--- src/rtl/rtc_access_scheduler.sv ---
// Purpose: schedules RTC bus cycles (address/data phases) for host writes and periodic register-read sweeps.
// Latency: grant to ADDR in 1 clk; a transaction is 2*CYCLE_LEN+2 clk; wr_ack/rd_valid pulse on GAP2 entry.
// Backpressure: wr_req is a level held until wr_ack; one tick queues during a sweep, further ones pulse sweep_overrun.
// Optional: RTC_SCHED_STARVE_GUARD_EN forces a sweep read after two back-to-back writes starve it.
module rtc_access_scheduler #(
    parameter int CYCLE_LEN = 32,
    parameter int N_READ    = 7
) (
    input  logic       clk,
    input  logic       reset,
    input  logic       wr_req,
    input  logic [7:0] wr_addr,
    input  logic [7:0] wr_data,
    output logic       wr_ack,
    input  logic       tick,
    input  logic [7:0] sweep_base,
    output logic       sweep_busy,
    output logic       sweep_overrun,
    output logic       EN_signals,
    output logic       read,
    output logic       dato,
    input  logic       ll,
    output logic [7:0] out_byte,
    output logic       out_oe,
    input  logic [7:0] data_in,
    output logic       rd_valid,
    output logic [7:0] rd_addr,
    output logic [7:0] rd_data,
    output logic       rd_err
);

    localparam logic [5:0] PH_LAST = 6'(CYCLE_LEN - 1);
    localparam logic [4:0] NR      = 5'(N_READ);

    typedef enum logic [2:0] {IDLE, ADDR, GAP1, DATA, GAP2} state_t;

    state_t     r_state, w_next;
    logic [5:0] r_phase;
    logic       r_op_rd;
    logic [7:0] r_addr, r_data;
    logic       r_ll_prev, r_got;
    logic [7:0] r_cap;
    logic       r_sweep_active, r_tick_pend;
    logic [7:0] r_sweep_base, r_pend_base;
    logic [4:0] r_sweep_idx;

    logic       w_take_wr, w_grant_wr, w_grant_rd;
    logic       w_phase_end, w_enter_gap2, w_rd_pend, w_sweep_done, w_ll_fall;
    logic [7:0] w_sweep_addr;

    assign w_phase_end  = (r_phase == PH_LAST);
    assign w_enter_gap2 = (r_state == DATA) && w_phase_end;
    assign w_rd_pend    = r_sweep_active && (r_sweep_idx < NR);
    assign w_sweep_addr = r_sweep_base + {3'b000, r_sweep_idx};
    assign w_sweep_done = w_enter_gap2 && r_op_rd && (r_sweep_idx == NR);
    assign w_ll_fall    = (r_state == DATA) && r_op_rd && r_ll_prev && !ll;
    assign sweep_busy   = r_sweep_active;

    always_comb begin
        w_next     = r_state;
        w_grant_wr = 1'b0;
        w_grant_rd = 1'b0;
        EN_signals = 1'b0;
        read       = 1'b0;
        dato       = 1'b0;
        out_oe     = 1'b0;
        out_byte   = 8'h00;
        case (r_state)
            IDLE: begin
                if (w_take_wr) begin
                    w_next     = ADDR;
                    w_grant_wr = 1'b1;
                end else if (w_rd_pend) begin
                    w_next     = ADDR;
                    w_grant_rd = 1'b1;
                end
            end
            ADDR: begin
                EN_signals = 1'b1;
                out_oe     = 1'b1;
                out_byte   = r_addr;
                if (w_phase_end) w_next = GAP1;
            end
            GAP1: w_next = DATA;
            DATA: begin
                EN_signals = 1'b1;
                dato       = 1'b1;
                read       = r_op_rd;
                out_oe     = !r_op_rd;
                out_byte   = r_op_rd ? 8'h00 : r_data;
                if (w_phase_end) w_next = GAP2;
            end
            GAP2:    w_next = IDLE;
            default: w_next = IDLE;
        endcase
    end

`ifdef RTC_SCHED_STARVE_GUARD_EN
    logic [1:0] r_wr_streak;

    assign w_take_wr = wr_req && !(w_rd_pend && (r_wr_streak == 2'd2));

    always_ff @(posedge clk or posedge reset) begin
        if (reset)           r_wr_streak <= 2'd0;
        else if (w_grant_rd) r_wr_streak <= 2'd0;
        else if (w_grant_wr) r_wr_streak <= w_rd_pend ? r_wr_streak + 2'd1 : 2'd0;
    end
`else
    assign w_take_wr = wr_req;
`endif

    always_ff @(posedge clk or posedge reset) begin
        if (reset) begin
            r_state   <= IDLE;
            r_phase   <= 6'd0;
            r_op_rd   <= 1'b0;
            r_addr    <= 8'h00;
            r_data    <= 8'h00;
            r_ll_prev <= 1'b0;
            r_got     <= 1'b0;
            r_cap     <= 8'h00;
            wr_ack    <= 1'b0;
            rd_valid  <= 1'b0;
            rd_addr   <= 8'h00;
            rd_data   <= 8'h00;
            rd_err    <= 1'b0;
        end else begin
            r_state   <= w_next;
            r_phase   <= ((r_state == ADDR || r_state == DATA) && !w_phase_end) ? r_phase + 6'd1 : 6'd0;
            r_ll_prev <= ll;
            if (w_grant_wr) begin
                r_op_rd <= 1'b0;
                r_addr  <= wr_addr;
                r_data  <= wr_data;
            end else if (w_grant_rd) begin
                r_op_rd <= 1'b1;
                r_addr  <= w_sweep_addr;
                r_data  <= 8'h00;
            end
            if (w_grant_wr || w_grant_rd) begin
                r_got <= 1'b0;
            end else if (w_ll_fall && !r_got) begin
                r_got <= 1'b1;
                r_cap <= data_in;
            end
            wr_ack   <= w_enter_gap2 && !r_op_rd;
            rd_valid <= w_enter_gap2 && r_op_rd;
            // A fall on the final DATA clock is still in flight, so take data_in directly.
            if (w_enter_gap2 && r_op_rd) begin
                rd_addr <= r_addr;
                if (r_got) begin
                    rd_data <= r_cap;
                    rd_err  <= 1'b0;
                end else if (w_ll_fall) begin
                    rd_data <= data_in;
                    rd_err  <= 1'b0;
                end else begin
                    rd_data <= 8'h00;
                    rd_err  <= 1'b1;
                end
            end
        end
    end

    always_ff @(posedge clk or posedge reset) begin
        if (reset) begin
            r_sweep_active <= 1'b0;
            r_sweep_base   <= 8'h00;
            r_sweep_idx    <= 5'd0;
            r_tick_pend    <= 1'b0;
            r_pend_base    <= 8'h00;
            sweep_overrun  <= 1'b0;
        end else begin
            sweep_overrun <= 1'b0;
            if (w_grant_rd) r_sweep_idx <= r_sweep_idx + 5'd1;
            if (w_sweep_done) begin
                if (r_tick_pend) begin
                    r_sweep_base <= r_pend_base;
                    r_sweep_idx  <= 5'd0;
                    r_tick_pend  <= 1'b0;
                end else begin
                    r_sweep_active <= 1'b0;
                end
            end
            // A tick landing on the final read's completion counts against the freed slot.
            if (tick) begin
                if (!r_sweep_active || (w_sweep_done && !r_tick_pend)) begin
                    r_sweep_active <= 1'b1;
                    r_sweep_base   <= sweep_base;
                    r_sweep_idx    <= 5'd0;
                end else if (!r_tick_pend || w_sweep_done) begin
                    r_tick_pend <= 1'b1;
                    r_pend_base <= sweep_base;
                end else begin
                    sweep_overrun <= 1'b1;
                end
            end
        end
    end

endmodule

--- config.mk ---
export PLATFORM = sky130hd
export DESIGN_NAME = rtc_access_scheduler
export DESIGN_NICKNAME = d
export VERILOG_FILES = /design/src/rtl/rtc_access_scheduler.sv
export SDC_FILE = /design/constraint.sdc
export NUM_CORES = 1
export LEC_CHECK = 0
export ABC_AREA = 1
export BUFFER_PORTS_ARGS = -buffer_cell sky130_fd_sc_hd__buf_4
export CAP_MARGIN = 10
export CORE_MARGIN = 3
export CORE_UTILIZATION = 34
export DETAILED_ROUTE_END_ITERATION = 6
export SYNTH_ARGS = -nofsm -noshare
export SYNTH_HDL_FRONTEND = slang
export SYNTH_SLANG_ARGS = --single-unit
--- constraint.sdc ---
create_clock -name clk -period 4.4 [get_ports clk]
set_clock_uncertainty 0.1 [all_clocks]
set_input_delay 0.44 -clock clk [delete_from_list [all_inputs] [get_ports clk]]
set_output_delay 0.44 -clock clk [all_outputs]
set_load 0.005 [all_outputs]
==> results of run 1 <==
## report_power, final
part | switching (µW) | internal, µW | total, µW | leakage, µW
sequential | 88.2 | 867 | 955 | 0.00101
combinational | 297 | 229 | 526 | 0.00129
clock | 275 | 324 | 599 | 0.000111
total | 660 | 1420 | 2080 | 0.00241
## kinds of logic after synthesis
family          Yosys count
xor+xnor                  6
mux                       4
simple gates            214
compound gates           80
fa+ha+maj                 8
buf+inv                  58
flops                    79
## sequential cells by signal, summed over array words and instances (netlist names)
register	flops
r_sweep_base	8
rd_addr	8
rd_err	1
sweep_busy	1
r_data	8
r_op_rd	1
r_cap	8
r_got	1
rd_valid	1
r_state	3
rd_data	8
r_ll_prev	1
r_sweep_idx	5
r_pend_base	8
wr_ack	1
sweep_overrun	1
r_addr	8
r_tick_pend	1
r_phase	6
## per-stage QoR
stage | hold WS [ns] | cells
3_3_place_gp | 0.346 | 645
5_1_grt | 0.0708 | 661
3_5_place_dp | 0.354 | 645
4_1_cts | 0.0740 | 661
6_report | 0.108 | 661
2_1_floorplan | 0.333 | 449
## layout by cell type (no fill, tap or decap), types with 2 or more instances in the layout
master / Yosys / layout
a21oi_1: 25 / 25
buf_4: 0 / 70
bufinv_16: 0 / 2
clkbuf_8: 0 / 9
clkinv_2: 0 / 2
dfrtp_1: 79 / 79
ha_1: 7 / 7
inv_1: 41 / 40
inv_2: 6 / 6
inv_6: 0 / 2
mux2i_1: 4 / 4
nand2_1: 136 / 136
nand2_2: 5 / 5
nand3_1: 13 / 13
nand3_2: 3 / 3
nand4_1: 4 / 4
nand4_2: 3 / 3
nor2_1: 37 / 37
nor2_2: 2 / 2
nor2_4: 5 / 5
nor3_1: 3 / 3
o211ai_1: 2 / 2
o21ai_0: 37 / 37
o21ai_1: 4 / 4
o22ai_1: 9 / 9
xnor2_1: 2 / 2
xor2_1: 4 / 4
## final cells by class
| class | count | area (µm²) |
|---|---|---|
| inverters | 48 | 184 |
| well taps | 136 | 170 |
| clock inverters | 6 | 91.3 |
| flip-flops and latches | 79 | 1980 |
| fillers | 1060 | 5950 |
| repair buffers | 70 | 526 |
| clock buffers | 10 | 128 |
| multi-input cells | 312 | 1570 |
## metal layers
metal,wire length (µm),global-route usage (%)
met3,426,4.02
met4,124,4.79
met1,4380,20.9
met2,3920,21.7
met5,0,0
## worst max-delay path by stage
stage	startpoint	endpoint	slack [ns]	cells past startpoint
after global routing	r_state[2]$_DFFE_PP0P_	out_byte[3]	1.98	6
final	r_state[2]$_DFFE_PP0P_	out_byte[4]	2.17	6
after detailed placement	r_phase[0]$_DFF_PP0_	rd_data[3]$_DFFE_PP0P_	2.34	8
after global placement	r_phase[0]$_DFF_PP0_	rd_data[5]$_DFFE_PP0P_	2.40	8
after floorplan	reset	r_addr[0]$_DFFE_PP0N_	1.84	1
after CTS	r_state[2]$_DFFE_PP0P_	out_byte[3]	2.12	6
==> results by group, run 1 <==
Floorplanning
  – Die Ht: 112 µm
  – Core footprint: 10600 µm²
  – Initial core utilization: 35.8%
  – Die Wd: 112 µm
  – Standard-cell rows: 37
  – Die Area: 12500 µm²
  – Io pins: 70

Clock network
  – Root Buffer: clkbuf_8
  – H-tree levels: 3
  – CTS Buf Count: 9
  – CTS tree: done
  – Post_cts resized: 0
  – Clk sinks: 79
  – Worst skew pair latency: 0.35 ns
  – CTS clk-pin slew, worst paths: 0.09 ns
  – Setup Buffers After CTS: 0
  – Post-CTS Hold Fix Bufs: 0
  – Max Buffers Root-to-Sink: 2

Worst setup path
  – CP top delay family: flip-flops
  – Crit Path Category: flop to output pin
  – Buffers & Inverters on Critical Path: 3
  – FF-to-FF path depth: 8
  – Worst r2r src: r_phase[0]$_DFF_PP0_
  – Crit path max fanout: 10
  – R2r setup slk: 2.37 ns
  – CP Launch Type: flop
  – CP arrival: 1.69 ns
  – Cell Chain, Critical Path: inv_1 -> nand2_1 -> inv_1 -> nand2_1 -> o22ai_1 -> buf_4
  – WP data required: 3.86 ns
  – Slowest stage delay, CP: 0.39 ns
  – Setup crit end kind: output pin
  – Reg-to-reg endpoint: rd_data[3]$_DFFE_PP0P_
  – Worst path slowest cell: dfrtp_1

Global routing
  – Global-route wire length before repair: 14.9 mm
  – Vias in the first global route: 3014
  – Antenna violations before repair: 0
  – Grt total ovfl: 0
  – Total global routing track utilization: 14.7%
  – Largest net degree at the start of global routing: 47

Yosys
  – Top cells by area, synth: dfrtp_1 52%, nand2_1 13%, o21ai_0 4.9%
  – Mapped Nets: 494
  – Post-synth top area share: 52.1%
  – FFs w/ async S/R, synth: 100%
  – Largest family of logic cells by synthesized area: simple AND/OR/NAND/NOR gates
  – Synth Area in Compound Gates: 11.2%
  – Post-synthesis adder-cell area fraction: 2.83%
  – Mapped Area: 3800 µm²
  – Syn. warnings: 0
  – Synth Flop Type: dfrtp_1
  – Flops & latches, synth: 79
  – Post-synth top cells: 136 x nand2_1, 79 x dfrtp_1, 41 x inv_1
  – Share of the yosys chip area belonging to registers: 52.1%
  – Synth Area in Simple Gates: 25.0%
  – Syn_area_per_cell: 8.45 µm²
  – Post-synth EDFFs: 0
  – Mux cell area share after synthesis: 1.05%
  – Synth cell types: 34
  – Synth area leader: dfrtp_1
  – Top-count cell post-synth: nand2_1
  – Post-Synthesis Cells: 449
  – Post-Synth XOR/XNOR Area: 1.38%

Detailed routing
  – Via-per-instance ratio: 4.65
  – Total number of vias: 3075
  – Routed len/inst: 13.4 µm
  – WL final: 8.84 mm
  – DR iter-0 viols: 160
  – DRC Markers: 0
  – Routed Antenna Nets: 0
  – Detailed-router iteration count before antenna repair: 4

STA
  – Final hold vios: 0
  – Setup TNS: 0 ns
  – Slew HR: 45.8%
  – Slew Limit Fails: 0
  – Final setup fails: 0
  – Fin crit share: 50.8%
  – Fmax: 448 MHz
  – Fin worst setup slack: 2.17 ns
  – RSZ-0062 raised after global routing: no
  – Minimum clock period: 2.23 ns
  – Slew of the pin with the lowest slew margin: 0.812 ns

Cells and area
  – Final-stage net count: 565
  – # diodes: 0
  – Layout area overhead: 22.4%
  – Layout cell share with drive strength beyond 1: 21.7%
  – Post-route cell area: 4650 µm²
  – Layout Utilization: 43.8%

Power
  – Tot Pwr: 2080 µW
  – PD cells: 448 nW/µm²
  – Peak supply drop: 0.206 mV
  – Leak: 0.00241 µW

Flow run
  – Max Cap Viol: 0

Placed design
  – Pre-CTS WS: 2.34 ns
  – Placed cell area: 4430 µm²
  – Post-DP HPWL: 6.44 mm
  – IO Port Bufs: 69
  – GP Congestion: 0.782

Hold path
  – Hold Path Sink: r_ll_prev$_DFF_PP0_
  – Worst Min Path Start: ll
  – Min-Delay Path Class: input port to flop
  – Worst Hold Depth: 1

Status
  – Status: complete, no violations
(Power assumes the default switching activity.)
==> run 2, diff against run 1 <==
Clock period 4.4 ns to 2.05 ns, I/O delays scaled along.
==> run 2 against run 1 <==
  * Setup slack got worse by 2.0 ns
  * Worst hold slack got worse by 0.089 ns
  * Critical path type unchanged
  * Die area did not move
  * Power rose by 120%
  * Critical path depth did not move
  * Sequential share of layout area fell by 3.0 points
  * Flip-flop and latch count did not move
  * Count of clock-buffer cells in the layout fell by 1
  * Clock power rose by 120%
  * Utilization rose by 3.3 points
  * Cell count rose by 5.0%
  * Sequential power rose by 110%
==> results by group, run 2 (same netlist as run 1, synthesis figures left out) <==
Status
  – Status: complete, no violations

Worst setup path
  – Worst r2r src: r_phase[0]$_DFF_PP0_
  – WP data required: 1.75 ns
  – CP arrival: 1.60 ns
  – Crit Path Category: flop to output pin
  – CP Launch Type: flop
  – Setup crit end kind: output pin
  – Crit path max fanout: 10
  – CP startpoint: r_state[2]$_DFFE_PP0P_

STA
  – Fin worst setup slack: 0.144 ns
  – Fin crit share: 93.0%
  – RSZ-0062 raised after global routing: no
  – Setup TNS: 0 ns
  – Minimum clock period: 1.91 ns
  – Slew Limit Fails: 0
  – Slew of the pin with the lowest slew margin: 0.578 ns
  – Fmax: 525 MHz
  – Final setup fails: 0
  – Final hold vios: 0
  – Min Hold Slack: 0.0198 ns
  – Slew HR: 61.5%

Detailed routing
  – Via-per-instance ratio: 4.63
  – WL final: 8.92 mm
  – Detailed-router iteration count before antenna repair: 5
  – Routed len/inst: 12.8 µm
  – Routed Antenna Nets: 0
  – Total number of vias: 3216
  – DR iter-0 viols: 190
  – DRC Markers: 0

Floorplanning
  – Die Ht: 112 µm
  – Io pins: 70
  – Initial core utilization: 35.8%
  – Core footprint: 10600 µm²
  – Die Area: 12500 µm²
  – Standard-cell rows: 37
  – Die Wd: 112 µm

Placed design
  – Post-DP HPWL: 6.36 mm
  – Placed cell area: 4490 µm²
  – IO Port Bufs: 69
  – Pre-CTS WS: 0.234 ns
  – GP Congestion: 0.776

Global routing
  – Global-route wire length before repair: 15.5 mm
  – Largest net degree at the start of global routing: 41
  – Vias in the first global route: 3179
  – Total global routing track utilization: 15.2%
  – Grt total ovfl: 0
  – Antenna violations before repair: 0

Cells and area
  – Sequential cell area: 1980 µm²
  – Area taken by multi-input logic gates: 1590 µm²
  – Post-route cell area: 5000 µm²
  – Final-stage net count: 598
  – Commonest non-fill, non-tap cells in the layout: 134 x nand2_1, 79 x dfrtp_1, 75 x buf_4, 40 x inv_1
  – Layout area overhead: 31.8%
  – # diodes: 0
  – Filler cells: 1018
  – Layout Utilization: 47.2%
  – Most common cell after layout, fill and taps aside: nand2_1
  – Layout cell share with drive strength beyond 1: 22.2%

Power
  – Peak supply drop: 0.357 mV
  – Leak: 0.00256 µW
  – PD cells: 917 nW/µm²

Clock network
  – Clk sinks: 79
  – Max Buffers Root-to-Sink: 2
  – CTS tree: done
  – Worst skew pair latency: 0.36 ns
  – CTS clk-pin slew, worst paths: 0.10 ns
  – CTS Buf Count: 9
  – H-tree levels: 3
  – Root Buffer: clkbuf_8
  – Setup Buffers After CTS: 0

Hold path
  – Worst Min Path Start: wr_addr[2]
  – Min-Delay Path Class: input port to flop

Flow run
  – Max Cap Viol: 0
## run 2: changes by cell type in the layout (fill, tap and decap cells not counted)
cell | before | now
dlygate4sd3_1 | 0 | 27
buf_4 | 70 | 75
nand2_1 | 136 | 134
buf_12 | 0 | 1
clkbuf_1 | 1 | 0
clkinv_2 | 2 | 1
clkinvlp_4 | 0 | 1
inv_8 | 0 | 1
nand2_2 | 5 | 6
nand2_4 | 1 | 2
o22ai_1 | 9 | 8
o22ai_2 | 0 | 1
## run 2: critical path, stage by stage, from the launching register on
cell and delay [ns]:
dfrtp_1 0.40, inv_1 0.09, nand3_2 0.11, inv_2 0.14
nand2_2 0.17, o22ai_1 0.19, buf_4 0.14
## run 2: final timing paths
check / to / slack, ns / cells after the start
setup reg to reg: rd_data[4]$_DFFE_PP0P_ / 0.21 / 8
hold reg to reg: r_phase[0]$_DFF_PP0_ / 0.37 / 1
hold / removal: r_addr[2]$_DFFE_PP0N_ / 0.02 / 3
max in group asynchronous: r_op_rd$_DFFE_PP0N_ / 0.91 / 4
setup / recovery: out_byte[1] / 0.14 / 6
min in group asynchronous: rd_data[6]$_DFFE_PP0P_ / 0.35 / 3
## run 2: routing by layer
| layer | up-vias | track usage (%) | part of all wire (%) |
|---|---|---|---|
| met4 | 0 | 2.92 | 0.75 |
| met1 | 1478 | 21.3 | 50 |
| met5 | - | 0 | 0 |
| li1 | 1653 | - | - |
| met3 | 8 | 4.95 | 5.9 |
| met2 | 77 | 23.1 | 44 |
## run 2: stage by stage
| step | instances | power, µW |
|---|---|---|
| after global placement | 651 | 3200 |
| after global routing | 694 | 4900 |
| after floorplan | 449 | 2700 |
| after CTS | 694 | 4630 |
| final | 694 | 4590 |
| after detailed placement | 651 | 3220 |
## run 2: cell type report
cell class / instances / share of cell area, %
inverters: 48 / 3.73
clock buffers: 9 / 2.48
multi-input cells: 312 / 31.8
clock inverters: 7 / 2.05
well taps: 136 / 3.40
flip-flops and latches: 79 / 39.5
repair buffers: 103 / 17.1
## run 2: repair_timing
action	CTS	global route
endpoints found under the hold margin	58	0
endpoints found under the setup margin	5	6
hold buffers	27	0
resized for setup	2	2
## run 2: report_power, final
part           total, µW  switching, µW  internal, µW
sequential          2050            187          1860
combinational       1210            660           548
clock               1330            629           703
